[src/rtl/xlat_req_queue.sv]
`default_nettype none
// xlat_req_queue: one-outstanding MMU translation requester with an in-order result FIFO,
// halt on fault/timeout until flushed, and a bypass path. Exception vector is {cause, tval, valid}.
module xlat_req_queue #(
  parameter int DEPTH   = 4,
  parameter int TIMEOUT = 64,
  parameter int VLEN    = 64,
  parameter int PLEN    = 56,
  parameter int XLEN    = 64
) (
  input  logic              clk_i,
  input  logic              rst_i,
  input  logic              en_translation_i,
  input  logic              flush_i,
  input  logic              req_valid_i,
  output logic              req_ready_o,
  input  logic [VLEN-1:0]   req_vaddr_i,
  input  logic              req_is_store_i,
  output logic              mmu_req_o,
  output logic [VLEN-1:0]   mmu_vaddr_o,
  output logic              mmu_is_store_o,
  input  logic              mmu_valid_i,
  input  logic [PLEN-1:0]   mmu_paddr_i,
  input  logic [2*XLEN:0]   mmu_exception_i,
  output logic              resp_valid_o,
  input  logic              resp_ready_i,
  output logic [PLEN-1:0]   resp_paddr_o,
  output logic [2*XLEN:0]   resp_exception_o,
  output logic              halted_o,
  output logic              timeout_o
);

  localparam int EXC_W = 2 * XLEN + 1;
  localparam int CNT_W = $clog2(DEPTH + 1);
  localparam int PTR_W = (DEPTH > 1) ? $clog2(DEPTH) : 1;
  localparam int TMR_W = $clog2(TIMEOUT);
  localparam logic [CNT_W-1:0] DEPTH_C   = CNT_W'(DEPTH);
  localparam logic [PTR_W-1:0] LAST_PTR  = PTR_W'(DEPTH - 1);
  localparam logic [TMR_W-1:0] TIMER_MAX = TMR_W'(TIMEOUT - 1);

  typedef enum logic [1:0] {
    S_IDLE  = 2'd0,
    S_WAIT  = 2'd1,
    S_HALT  = 2'd2,
    S_FLUSH = 2'd3
  } state_t;

  state_t            state;
  state_t            state_nxt;
  logic [TMR_W-1:0]  timer;
  logic [TMR_W-1:0]  timer_nxt;
  logic [CNT_W-1:0]  count;
  logic [PTR_W-1:0]  wr_ptr;
  logic [PTR_W-1:0]  rd_ptr;
  logic              timeout_q;
  logic [VLEN-1:0]   pend_vaddr;
  logic              pend_is_store;

  logic [PLEN-1:0]   paddr_mem [DEPTH];
  logic [EXC_W-1:0]  exc_mem   [DEPTH];

  logic              accept;
  logic              issue;
  logic              push;
  logic              pop;
  logic              expired;
  logic              set_timeout;
  logic              not_empty;
  logic [PLEN-1:0]   push_paddr;
  logic [EXC_W-1:0]  push_exc;

  function automatic logic [PTR_W-1:0] ptr_inc(input logic [PTR_W-1:0] p);
    return (p == LAST_PTR) ? '0 : p + 1'b1;
  endfunction

  assign not_empty    = (count != '0);
  assign expired      = (timer == TIMER_MAX);
  assign req_ready_o  = ~rst_i & (state == S_IDLE) & (count < DEPTH_C) & ~flush_i;
  assign accept       = req_valid_i & req_ready_o;
  assign mmu_req_o    = issue;
  // Hold the issued address/type stable while the request is outstanding.
  assign mmu_vaddr_o    = (state == S_IDLE) ? req_vaddr_i : pend_vaddr;
  assign mmu_is_store_o = (state == S_IDLE) ? req_is_store_i : pend_is_store;

  assign resp_valid_o     = ~rst_i & not_empty;
  assign resp_paddr_o     = resp_valid_o ? paddr_mem[rd_ptr] : '0;
  assign resp_exception_o = resp_valid_o ? exc_mem[rd_ptr] : '0;
  assign pop              = resp_valid_o & resp_ready_i;
  assign halted_o         = ~rst_i & (state == S_HALT);
  assign timeout_o        = timeout_q;

  always_comb begin
    state_nxt   = state;
    timer_nxt   = timer;
    issue       = 1'b0;
    push        = 1'b0;
    push_paddr  = '0;
    push_exc    = '0;
    set_timeout = 1'b0;
    case (state)
      S_IDLE: begin
        timer_nxt = '0;
        if (accept) begin
          if (en_translation_i) begin
            issue     = 1'b1;
            state_nxt = S_WAIT;
          end else begin
            push       = 1'b1;
            push_paddr = req_vaddr_i[PLEN-1:0];
          end
        end
      end
      S_WAIT: begin
        timer_nxt = timer + 1'b1;
        if (flush_i) begin
          // A response or expiry coinciding with the flush already retires the request.
          state_nxt = (mmu_valid_i | expired) ? S_IDLE : S_FLUSH;
        end else if (mmu_valid_i) begin
          push       = 1'b1;
          push_paddr = mmu_paddr_i;
          push_exc   = mmu_exception_i;
          state_nxt  = mmu_exception_i[0] ? S_HALT : S_IDLE;
        end else if (expired) begin
          set_timeout = 1'b1;
          state_nxt   = S_HALT;
        end
      end
      S_HALT: begin
        if (flush_i) state_nxt = S_IDLE;
      end
      S_FLUSH: begin
        timer_nxt = timer + 1'b1;
        if (mmu_valid_i | expired) state_nxt = S_IDLE;
      end
      default: state_nxt = S_IDLE;
    endcase
  end

  always_ff @(posedge clk_i) begin
    if (rst_i) begin
      state         <= S_IDLE;
      timer         <= '0;
      count         <= '0;
      wr_ptr        <= '0;
      rd_ptr        <= '0;
      timeout_q     <= 1'b0;
      pend_vaddr    <= '0;
      pend_is_store <= 1'b0;
    end else begin
      state <= state_nxt;
      timer <= timer_nxt;
      if (flush_i) begin
        timeout_q <= 1'b0;
      end else if (set_timeout) begin
        timeout_q <= 1'b1;
      end
      if (issue) begin
        pend_vaddr    <= req_vaddr_i;
        pend_is_store <= req_is_store_i;
      end
      if (flush_i) begin
        count  <= '0;
        wr_ptr <= '0;
        rd_ptr <= '0;
      end else begin
        if (push) wr_ptr <= ptr_inc(wr_ptr);
        if (pop)  rd_ptr <= ptr_inc(rd_ptr);
        if (push & ~pop) begin
          count <= count + 1'b1;
        end else if (pop & ~push) begin
          count <= count - 1'b1;
        end
      end
    end
  end

  always_ff @(posedge clk_i) begin
    if (push & ~flush_i & ~rst_i) begin
      paddr_mem[wr_ptr] <= push_paddr;
      exc_mem[wr_ptr]   <= push_exc;
    end
  end

endmodule
`default_nettype wire

[config.mk]
export PLATFORM = sky130hd
export DESIGN_NAME = xlat_req_queue
export DESIGN_NICKNAME = d
export VERILOG_FILES = /design/src/rtl/xlat_req_queue.sv
export SDC_FILE = /design/constraint.sdc
export NUM_CORES = 1
export LEC_CHECK = 0
export BUFFER_PORTS_ARGS = -buffer_cell sky130_fd_sc_hd__buf_2
export CAP_MARGIN = 10
export CORE_UTILIZATION = 25
export CTS_BUF_LIST = sky130_fd_sc_hd__clkbuf_8
export DETAILED_ROUTE_END_ITERATION = 10
export SLEW_MARGIN = 20
export SYNTH_ARGS = -nofsm -noshare
export SYNTH_HDL_FRONTEND = slang
export SYNTH_SLANG_ARGS = --single-unit
[constraint.sdc]
create_clock -name clk_i -period 9.9 [get_ports clk_i]
set_input_delay 0.495 -clock clk_i [delete_from_list [all_inputs] [get_ports clk_i]]
set_output_delay 0.495 -clock clk_i [all_outputs]
set_load 0.02 [all_outputs]
Word-level counts from Yosys, hierarchy flattened
Memories as Yosys holds them, arrays and structs flattened. A register that Yosys moved wholly into a read port is not among the register bits.
Index checks and enable logic that the tools add are counted.
{ "word_totals": {"mem_bits_rw": 740, "reg_bits": 81, "wordCells": 95, "out_inout_bits": 255, "mem_count": 2, "latch_bits": 0, "inputBits": 257, "mem_bits_ro": 0} }
{ "mem_list": {"columns": ["memory", "depth", "word_bits", "read_ports", "rd_clocked_by_memory_dff", "wr", "line_no", "rtl"], "rows": [
  ["exc_mem", 4, 129, 1, 1, 1, "60", "logic [EXC_W-1:0] exc_mem [DEPTH];"],
  ["paddr_mem", 4, 56, 1, 1, 1, "59", "logic [PLEN-1:0] paddr_mem [DEPTH];"]
]} }
{ "classes": {"n_div": 0, "mul": 0, "n_eq_ne": 11, "bitwise": 16, "n_mux": 45, "magnitude_cmp": 1, "shift": 0, "add_sub_neg": 5, "reduce_logical": 7} }
{ "ops": {"columns": ["operator", "n"], "rows": [
  ["129-bit 2-to-1 mux", 4],
  ["56-bit 2-to-1 mux", 5],
  ["56-bit case mux with 2 select lines", 1],
  ["64-bit 2-to-1 mux", 1],
  ["2-bit 2-to-1 mux", 15],
  ["1-bit 2-to-1 mux", 14],
  ["6-bit case mux with 2 select lines", 1],
  ["1-bit bitwise AND", 11],
  ["2-bit equality test (second input constant)", 4],
  ["2-bit inequality test (second input constant)", 4],
  ["2-bit case mux with 4 select lines", 1],
  ["6-bit by 1-bit adder with 6-bit output (second input constant)", 1],
  ["6-bit equality test (second input constant)", 1],
  ["3-bit 2-to-1 mux", 2],
  ["5-bit AND reduction", 1],
  ["2-bit by 1-bit adder with 2-bit output (second input constant)", 2],
  ["4-bit inequality test (second input constant)", 1],
  ["1-bit NOT", 4],
  ["2-bit nonzero test", 2],
  ["2-bit OR reduction", 2],
  ["3-bit by 1-bit adder with 3-bit output (second input constant)", 1],
  ["3-bit less-than comparator (second input constant)", 1],
  ["3-bit nonzero test", 1],
  ["3-bit by 1-bit subtractor with 3-bit output (second input constant)", 1],
  ["other kinds (4)", 4]
]} }

Depth between registers and ports, before layout
Gate-level depths: netlist (run 1).
{ "logic_depth": {"depth_word": 11, "mapped_depth": 10, "depth_no_buf": 9} }

Worst setup path before layout (run 1)
OpenSTA, ideal clock, no wires.
{ "synth_path": {"path_kind": "input to register", "from": "input rst_i", "to": "memory exc_mem[0][0] (netlist name), enable pin", "required_ns": 9.331, "stages": 5, "t_arrival_ns": 5.539, "path_slack_ns": 3.792, "cell_sequence": "clkbuf_1 > nor4b_4 > a32o_1 > buf_2 > and3_1"} }
{ "synth_between": {"elab_chain_len": 11} }
{ "synth_rtl": {"columns": ["item", "line_no", "rtl"], "rows": [
  ["start: declaration", "12", "input logic rst_i,"],
  ["1-bit NOT", "78", "assign req_ready_o = ~rst_i & (state == S_IDLE) & (count < DEPTH_C) & ~flush_i;"],
  ["1-bit bitwise AND (3 in a row)", "78", null],
  ["1-bit bitwise AND", "79", "assign accept = req_valid_i & req_ready_o;"],
  ["1-bit 2-to-1 mux", "103", "if (accept) begin"],
  ["1-bit case mux with 2 select lines", "100", "case (state)"],
  ["named net push", "64", "logic push;"],
  ["1-bit bitwise AND (2 in a row)", "178", "if (push & ~flush_i & ~rst_i) begin"],
  ["1-bit 2-to-1 mux", "178", null],
  ["1-bit 2-to-1 mux (not written as such)", "180", "exc_mem[wr_ptr] <= push_exc;"],
  ["end: declaration", "60", null]
]} }
The timed path passes the listed nets, and every way through them passes these cells.

==> impl_metrics.ini, run 1 <==
[synthesis]
yosysWarnings = 0
ys_types = 43
syn_avg_cell_area_sq_um = 17.9
synthCells = 1867
synth_edf_count = 740
synth.net_count = 2132
synthArstFlopShare_pct = 0
ys_ff_latch = 823
synth_area_sq_um = 33300
ys_seq_area_share_pct = 71.6
synthFlopType = edfxtp_1

[drt]
via_per_inst = 4.37
wl_per_cell_um = 20.1
wirelength_um = 91200
drc = 0
antenna_left = 0
drt_iter0_drc = 1362
vias = 19800
first_pass_iters = 5

[sta]
tns_ns = 0
worst_pin_slew_ns = 1.04
max_freq_mhz = 211
min_period_over_period_pct = 48.0
finalHoldViolations = 0
setup_viol = 0
whs_ns = 0.127
rsz0062_at_grt = no
finClkSkew_ns = 0.0392
slew_headroom_pct = 30.7
drv_slew = 0
finalCriticalPeriod_ns = 4.75

[cts]
cts_buffers = 142
path_clk_slew_ns = 0.06
cts.sinks = 823
htree_levels = 4
tritoncts = done
clk_latency_ns = 0.84
cts_buffer_depth = 3
cts-root-buf = clkbuf_8

[worst_hold_path]
hp-start = mmu_paddr_i[11]
min_path_type = in2reg

[pwr]
ir_drop_v = 0.000118
cellPowerDensity_nw_per_um2 = 164
power.total_w = 0.00704
p_leak_nw = 16.2

[grt]
grt_pass1_vias = 20800
grt_antenna_before_repair = 15
grt_usage_pct = 13.3
grt_start_max_net_pins = 108
overflow = 0
grt_pass1_wl_um = 134000

[final_layout]
final_common_cell = edfxtp_1
final_nets = 2923
nFillCells = 12800
syn_to_final_growth_pct = 28.7
stdcell_area_sq_um = 42900
final_cell_mix = edfxtp_1 (740), buf_2 (510), dlygate4sd3_1 (244), mux4_2 (185), and2_1 (185)
drive_above_1_share_pct = 35.5

[worst_setup_path]
r2r_start = state[1]
end_kind = primary output
cp_max_fo = 90
cp.required_ns = 9.41
cp-start-kind = flop
arrival_ns = 4.25
critPathKind = reg2out

[floorplan]
die-area_sq_um = 135000
core_area_sq_um = 132000
start_util_pct = 25.3
die_w_um = 367
ios = 512
die_h_um = 367
rows = 133

[job]
cap_violations = 0

[placed_design]
hpwl_um = 55100
dpl_cell_area_sq_um = 37700
globalplace.congestion = 0.748
port_buffers = 511

[status]
status = finished clean
-- where the power goes --
part | switching, W | leakage [nW] | total, W | internal (W)
Combinational | 0.000180 | 6.65 | 0.000342 | 0.000163
Clock | 0.00143 | 1.54 | 0.00294 | 0.00151
Sequential | 0.00000544 | 8.04 | 0.00376 | 0.00375
-- Yosys cell counts, types with 2 or more instances --
master / count / area share (%)
dfxtp_1: 83 / 5.0
and3_1: 134 / 2.5
nor2_1: 20 / 0.23
inv_1: 7 / 0.079
o21ai_0: 4 / 0.060
xor2_1: 3 / 0.079
nand2_1: 134 / 1.5
or2_2: 2 / 0.038
mux4_2: 185 / 12
ha_1: 7 / 0.26
a31oi_1: 2 / 0.038
nand3_1: 4 / 0.060
buf_4: 21 / 0.47
mux2i_1: 6 / 0.18
buf_2: 49 / 0.74
edfxtp_1: 740 / 67
mux2_2: 65 / 2.2
a22o_1: 56 / 1.5
buf_6: 2 / 0.068
nor2b_1: 3 / 0.056
nor3_1: 3 / 0.045
and2_1: 186 / 3.5
a21oi_1: 70 / 1.1
clkbuf_1: 62 / 0.70
-- metrics by stage --
stage	utilization (%)	setup WS (ns)	instances
2_1_floorplan	-	3.79	1867
3_3_place_gp	28.6	5.65	4025
3_5_place_dp	28.6	5.60	4025
4_1_cts	32.5	4.80	4527
5_1_grt	32.5	4.70	4532
6_report	32.6	5.15	4533
-- worst max-delay path, cell delays in order, from the launching register on --
cell and delay (ns):
dfxtp_4 0.79, buf_4 0.68, buf_12 0.51, mux4_2 0.67
and2_1 0.19, buf_2 0.18
-- layer usage --
layer / vias up / wire (um) / track usage (%)
li1: 8926 / - / -
met2: 655 / 43400 / 21.0
met1: 10100 / 40000 / 17.3
met5: - / 71 / 0
met4: 10 / 2330 / 5.25
met3: 125 / 5440 / 3.63
-- path summary, 6_finish.rpt --
kind	depth (start not counted)	slack, ns	endpoint
worst min register to register	2	0.45	pend_vaddr[42]
worst max register to register	5	5.97	paddr_mem[0][52]
worst min-delay path	2	0.13	paddr_mem[0][11]
worst max-delay path	5	5.15	resp_paddr_o[46]
-- final cells by class --
type	instances	area [sq um]	share of cell area [%]
Antenna cell	6	15.0	0.0350
Clock buffer	147	2020	4.72
Clock inverter	111	687	1.60
Inverter	8	30.0	0.0700
Multi-Input combinational cell	900	8800	20.5
Sequential cell	823	23900	55.7
Tap cell	1755	2200	5.12
Timing Repair Buffer	783	5250	12.2
-- logic make-up after synthesis --
| group | count (synthesis) | share of synthesized area, % |
|---|---|---|
| buffers and inverters | 144 | 2.09 |
| adder cells (fa/ha/maj) | 8 | 0.323 |
| XOR/XNOR | 3 | 0.0788 |
| flip-flops | 823 | 71.6 |
| AO/OA/AOI/OAI | 137 | 2.75 |
| AND/OR/NAND/NOR | 496 | 8.24 |
| multiplexers | 256 | 14.9 |
-- registers in the layout (all words and copies together) (netlist names), named ones only --
| signal | cells |
|---|---|
| pend_vaddr | 64 |
| paddr_mem | 224 |
| pend_is_store | 1 |
| exc_mem | 516 |
| timer | 6 |
| count | 3 |
| timeout_o | 1 |
| state | 2 |
| wr_ptr | 2 |
| rd_ptr | 2 |
-- timing repair --
item / 4_1_cts / 5_1_grt
gates resized for setup: 0 / 0
setup buffers: 0 / 0
hold endpoints to repair: 758 / 0
hold buffers: 244 / 0
(Power assumes the default switching activity.)
==> run 2: changes to the inputs <==
==> constraint.sdc (replaced) <==
create_clock -name clk_i -period 4 [get_ports clk_i]
set_input_delay 0.2 -clock clk_i [delete_from_list [all_inputs] [get_ports clk_i]]
set_output_delay 0.2 -clock clk_i [all_outputs]
set_load 0.02 [all_outputs]
==> run 2 against run 1 <==
Against the previous run:
- first-iteration DRC count is 3.5% higher
- highest routed layer unchanged
- critical path depth did not move
- clock-buffer cell count increased by 1
- sequential cell count unchanged
- cell area is 1.5% higher
- global-route usage increased by 0.22 points
==> impl_metrics.ini, run 2 (synthesis gave the netlist of run 1 again) <==
[status]
status = finished clean

[drt]
wl_per_cell_um = 20.2
drt_iter0_drc = 1409
via_per_inst = 4.41
antenna_left = 0
wirelength_um = 92700
drc = 0
vias = 20200
first_pass_iters = 5

[sta]
slew_headroom_pct = 34.6
tns_ns = 0
max_freq_mhz = 288
finalHoldViolations = 0
finClkSkew_ns = 0.0364
finalCriticalPeriod_ns = 3.47
rsz0062_at_grt = no
setup_viol = 0
worst_pin_slew_ns = 0.981
drv_slew = 0
worst_slack_ns = 0.525
min_period_over_period_pct = 86.9

[worst_setup_path]
rr_worst_depth = 4
cp_slowest_cell = dfxtp_4
worst-path-buf-inv = 3
crit_chain = buf_4 > nor2_4 > buf_12 > mux2_2 > buf_2
cp_slowest_stage_delay_ns = 0.71
cp-start-kind = flop
cp.required_ns = 3.80
end_kind = primary output
critPathTopFamily = buffers and inverters
cp_num_cells = 5
cp_max_fo = 67
arrival_ns = 3.27
critPathKind = reg2out

[pwr]
p_seq_share_pct = 52.9
p_int_w = 0.0136
p_clk_share_pct = 42.1
ir_drop_v = 0.000314
cellPowerDensity_nw_per_um2 = 403
p_leak_nw = 16.5
power_switching_share_pct = 22.5
combPwrFrac_pct = 5.0
p_sw_w = 0.00395
power.total_w = 0.0176

[floorplan]
die-area_sq_um = 135000
start_util_pct = 25.3
ios = 512
die_h_um = 367
die_w_um = 367
core_area_sq_um = 132000
rows = 133

[grt]
grt_antenna_before_repair = 12
grt_usage_pct = 13.5
grt_start_max_net_pins = 131
grt_pass1_vias = 20900
overflow = 0
grt_pass1_wl_um = 136000

[cts]
cts.sinks = 823
htree_levels = 4
tritoncts = done
holdBufCountCts = 257
cts_setup_buffers = 0
cts_buffers = 141
cts_buffer_depth = 3
post_cts_resized = 0
cts-root-buf = clkbuf_8
clk_latency_ns = 0.85
path_clk_slew_ns = 0.06

[final_layout]
final_common_cell = edfxtp_1
syn_to_final_growth_pct = 30.6
largest_reg_flops = 516
stdcell_count = 4583
top_regs = exc_mem: 516 flops, paddr_mem: 224 flops, pend_vaddr: 64 flops
final_cell_mix = edfxtp_1 (740), buf_2 (510), dlygate4sd3_1 (257), mux4_2 (185), and2_1 (185)
seq_area_sq_um = 23900
nFillCells = 12700
largest_register = exc_mem
final_nets = 2974
multi_input_area_sq_um = 8800
drive_above_1_share_pct = 36.5
stdcell_area_sq_um = 43500

[placed_design]
port_buffers = 511
dpl_cell_area_sq_um = 38200
globalplace.congestion = 0.766
dp_slack_ns = 1.20
hpwl_um = 58800
place_inst = 4064

[worst_hold_path]
hold_depth = 5
min_path_type = in2reg

[job]
cap_violations = 0
-- run 2: cell types whose count changed in the layout (fill, tap and decap cells not counted), sizes merged --
cell | before | now
clkbuf | 147 | 148
inv | 62 | 56
bufinv | 4 | 7
buf | 539 | 578
diode | 6 | 5
clkinvlp | 5 | 7
clkinv | 48 | 47
dlygate4sd3 | 244 | 257
-- run 2: tightest hold or removal path: cells and delay by family --
| kind | cells | cell delay, ns |
|---|---|---|
| and+or+nand+nor | 2 | 0.28 |
| buffers and inverters | 2 | 0.37 |
| AOI/OAI and AO/OA | 1 | 0.05 |
-- run 2: per-layer routing --
| layer | vias up | track usage (%) | wire, um |
|---|---|---|---|
| met3 | 144 | 4.24 | 7130 |
| met2 | 816 | 21.6 | 43900 |
| met4 | 10 | 5.11 | 2620 |
| met5 | - | 0 | 62 |
| met1 | 10200 | 17.1 | 39000 |
| li1 | 9029 | - | - |
-- run 2: through the flow --
stage / hold slack [ns] / util (%)
2_1_floorplan: 0.336 / -
6_report: 0.119 / 33.0
3_3_place_gp: 0.441 / 29.0
5_1_grt: 0.0743 / 33.0
4_1_cts: 0.0221 / 33.0
3_5_place_dp: 0.448 / 29.0
-- run 2: final timing paths --
kind                         start              end  slack (ns)
hold reg to reg      pend_vaddr[9]    pend_vaddr[9]        0.46
setup / recovery          state[0]  mmu_vaddr_o[20]        0.53
hold / removal    en_translation_i   pend_vaddr[38]        0.12
setup reg to reg          state[0]   exc_mem[2][17]        1.23
-- run 2: cell type report --
class                   count  area share, %
flip-flops and latches    823           54.9
multi-input cells         900           20.2
repair buffers            835           13.5
well taps                1755           5.04
clock buffers             148           4.68
clock inverters           109           1.60
inverters                   8         0.0690
diodes                      5         0.0287
-- run 2: power by group through the flow --
stage	logic [W]	registers [W]	clock network, W
floorplan	0.000328	0.00947	0
global placement	0.000681	0.00947	0
detailed placement	0.000679	0.00947	0
CTS	0.000882	0.00929	0.00761
global route	0.000937	0.00929	0.00796
finish	0.000878	0.00930	0.00738
==> run 3: changes to the inputs <==
--- a/config.mk
+++ b/config.mk
@@ -5,6 +5,7 @@
 export SDC_FILE = /design/constraint.sdc
 export NUM_CORES = 1
 export LEC_CHECK = 0
+export ABC_AREA = 1
 export BUFFER_PORTS_ARGS = -buffer_cell sky130_fd_sc_hd__buf_2
 export CAP_MARGIN = 10
 export CORE_UTILIZATION = 25
==> run 3 against run 2 <==
Against the previous run:
- sequential power grew 3.7%
- synthesized area grew 2.6%
- global-route usage grew 0.58 points
- combinational power grew to 3.3 times the previous value
- via count grew 29%
- critical endpoint is now exc_mem[0][67]
==> impl_metrics.ini, run 3 <==
[cts]
cts_buffer_depth = 3
path_clk_slew_ns = 0.06
htree_levels = 4
cts-root-buf = clkbuf_8
tritoncts = done
cts_buffers = 143
clk_latency_ns = 0.83
cts.sinks = 823
cts_setup_buffers = 0

[worst_setup_path]
rr_worst_depth = 11
cp_slowest_stage_delay_ns = 0.63
cp.required_ns = 4.45
cp_max_fo = 65
cp-start-kind = flop
cp_slowest_cell = dlygate4sd3_1
critPathKind = reg2reg
worst-path-buf-inv = 5
crit_chain = clkinv_4 > nand2_4 > nor3_4 > nand3_2 > dlygate4sd3_1 > nand2_2 > dlygate4sd3_1 > nand2_4 > nor2_4 > buf_12 > buf_12
r2r_setup_slack_ns = 0.27
critPathTopFamily = buffers and inverters
cp_num_cells = 11
arrival_ns = 4.18
end_kind = flop

[sta]
finClkSkew_ns = 0.0325
rsz0062_at_grt = no
drv_slew = 0
max_freq_mhz = 268
setup_viol = 0
finalHoldViolations = 0
min_period_over_period_pct = 93.2
worst_slack_ns = 0.270
finalCriticalPeriod_ns = 3.73
worst_pin_slew_ns = 0.945
slew_headroom_pct = 37.0

[floorplan]
die-area_sq_um = 138000
die_h_um = 372
core_area_sq_um = 136000
start_util_pct = 25.2
ios = 512
die_w_um = 372
rows = 135

[synthesis]
ys_seq_area_share_pct = 69.9
yosysWarnings = 0
synth.net_count = 3509
yosys.area.top_type = edfxtp_1
synth_edf_count = 740
synth_top_area_share_pct = 65.0
synthTopCellsByCount = nor2_1 (1019), edfxtp_1 (740), o21ai_0 (419), inv_1 (222), nand2_1 (220)
synthCells = 3244
syn_avg_cell_area_sq_um = 10.5
synth.area.top_cells = edfxtp_1 (65%), nor2_1 (11%), o21ai_0 (6.1%), dfxtp_1 (4.9%), a21oi_1 (2.9%)
ys_types = 33
yosysMostFrequentCell = nor2_1
synthArstFlopShare_pct = 0
synth_area_sq_um = 34200
ys_ff_latch = 823
synthFlopType = edfxtp_1

[grt]
grt_pass1_vias = 25900
grt_antenna_before_repair = 2
grt_pass1_wl_um = 149000
grt_usage_pct = 14.1
overflow = 0
grt_start_max_net_pins = 133

[drt]
drc = 0
vias = 26100
wirelength_um = 101000
antenna_left = 0
drt_iter0_drc = 1902
wl_per_cell_um = 17.1
first_pass_iters = 7
via_per_inst = 4.41

[final_layout]
stdcell_count = 5914
final_common_cell = nor2_1
syn_to_final_growth_pct = 29.9
top_regs = exc_mem: 516 flops, paddr_mem: 224 flops, pend_vaddr: 64 flops
largest_register = exc_mem
final_nets = 4291
stdcell_area_sq_um = 44400
largest_reg_flops = 516
final_cell_mix = nor2_1 (1015), edfxtp_1 (740), buf_2 (511), o21ai_0 (419), dlygate4sd3_1 (264)
drive_above_1_share_pct = 19.0

[placed_design]
port_buffers = 511
hpwl_um = 59900
dp_slack_ns = 1.46
globalplace.congestion = 0.831
dpl_cell_area_sq_um = 39000
place_inst = 5398

[worst_hold_path]
hold_depth = 4
min_path_type = in2reg

[pwr]
ir_drop_v = 0.000364
p_leak_nw = 17.9
power.total_w = 0.0200
cellPowerDensity_nw_per_um2 = 451

[status]
status = finished clean

[job]
cap_violations = 0
run 3: changes by cell type after synthesis, moves of 29 or more:
cell,change
nor2_1,+999
o21ai_0,+415
inv_1,+215
and2_1,-186
mux4_2,-185
and3_1,-134
a21oi_1,+127
clkbuf_1,+86
nand2_1,+86
mux2_2,-65
a22o_1,-56
o22ai_1,+56
o21ai_1,+39
buf_2,-29
run 3: routing by layer:
layer / routed length [um] / GRT usage [%] / part of all wire (%) / up-vias
met1: 43100 / 17.5 / 43 / 12500
met4: 3030 / 5.68 / 3.0 / 0
met5: 0 / 0 / 0 / -
met2: 48000 / 23.4 / 47 / 894
li1: - / - / - / 12600
met3: 7020 / 3.56 / 6.9 / 165
run 3: stage by stage:
stage / hold WS [ns] / setup TNS (ns) / util, %
2_1_floorplan: 0.278 / -199.30 / -
3_3_place_gp: 0.438 / 0 / 28.8
3_5_place_dp: 0.445 / 0 / 28.8
4_1_cts: 0.00955 / 0 / 32.7
5_1_grt: 0.0895 / 0 / 32.7
6_report: 0.151 / 0 / 32.7
run 3: power by group:
| group | switching, W | total, W | internal (W) |
|---|---|---|---|
| sequential | 0.0000634 | 0.00964 | 0.00958 |
| combinational | 0.00202 | 0.00288 | 0.000860 |
| clock | 0.00343 | 0.00748 | 0.00406 |
| total | 0.00552 | 0.0200 | 0.0145 |
run 3: what timing repair did:
action / in CTS / in global routing
endpoints found under the hold margin: 826 / 0
endpoints found under the setup margin: 0 / 0
hold buffers: 264 / 0
resized for setup: 0 / 0
run 3: cell families (layout without fill, tap and decap cells):
family	count (synthesis)	in the layout	share of synthesized area, %
AO/OA/AOI/OAI	718	718	10.8
adder cells (fa/ha/maj)	8	8	0.315
buffers and inverters	436	1323	5.06
flip-flops	823	823	69.9
other	0	2	0
AND/OR/NAND/NOR	1259	1259	14.0
run 3: final timing paths:
check                                      from              to
worst max-delay path                   state[0]  exc_mem[0][67]
worst min-delay path            req_vaddr_i[21]  pend_vaddr[21]
worst max register to register         state[0]  exc_mem[0][67]
worst min register to register        timeout_o       timeout_o
run 3: final cells by class:
class                   count  area (sq um)
clock buffers             150          2060
fillers                 13500         91200
clock inverters           100           689
inverters                 229           882
flip-flops and latches    823         23900
diodes                      2          5.00
repair buffers            844          6020
well taps                1781          2230
multi-input cells        1985          8630
run 3: worst register-to-register path, stage by stage, from the launching register on:
cell and delay [ns]:
dfxtp_2 0.36, clkinv_4 0.08, nand2_4 0.20, nor3_4 0.25, nand3_2 0.11, dlygate4sd3_1 0.58, nand2_2 0.07, dlygate4sd3_1 0.63
nand2_4 0.12, nor2_4 0.18, buf_12 0.24, buf_12 0.45
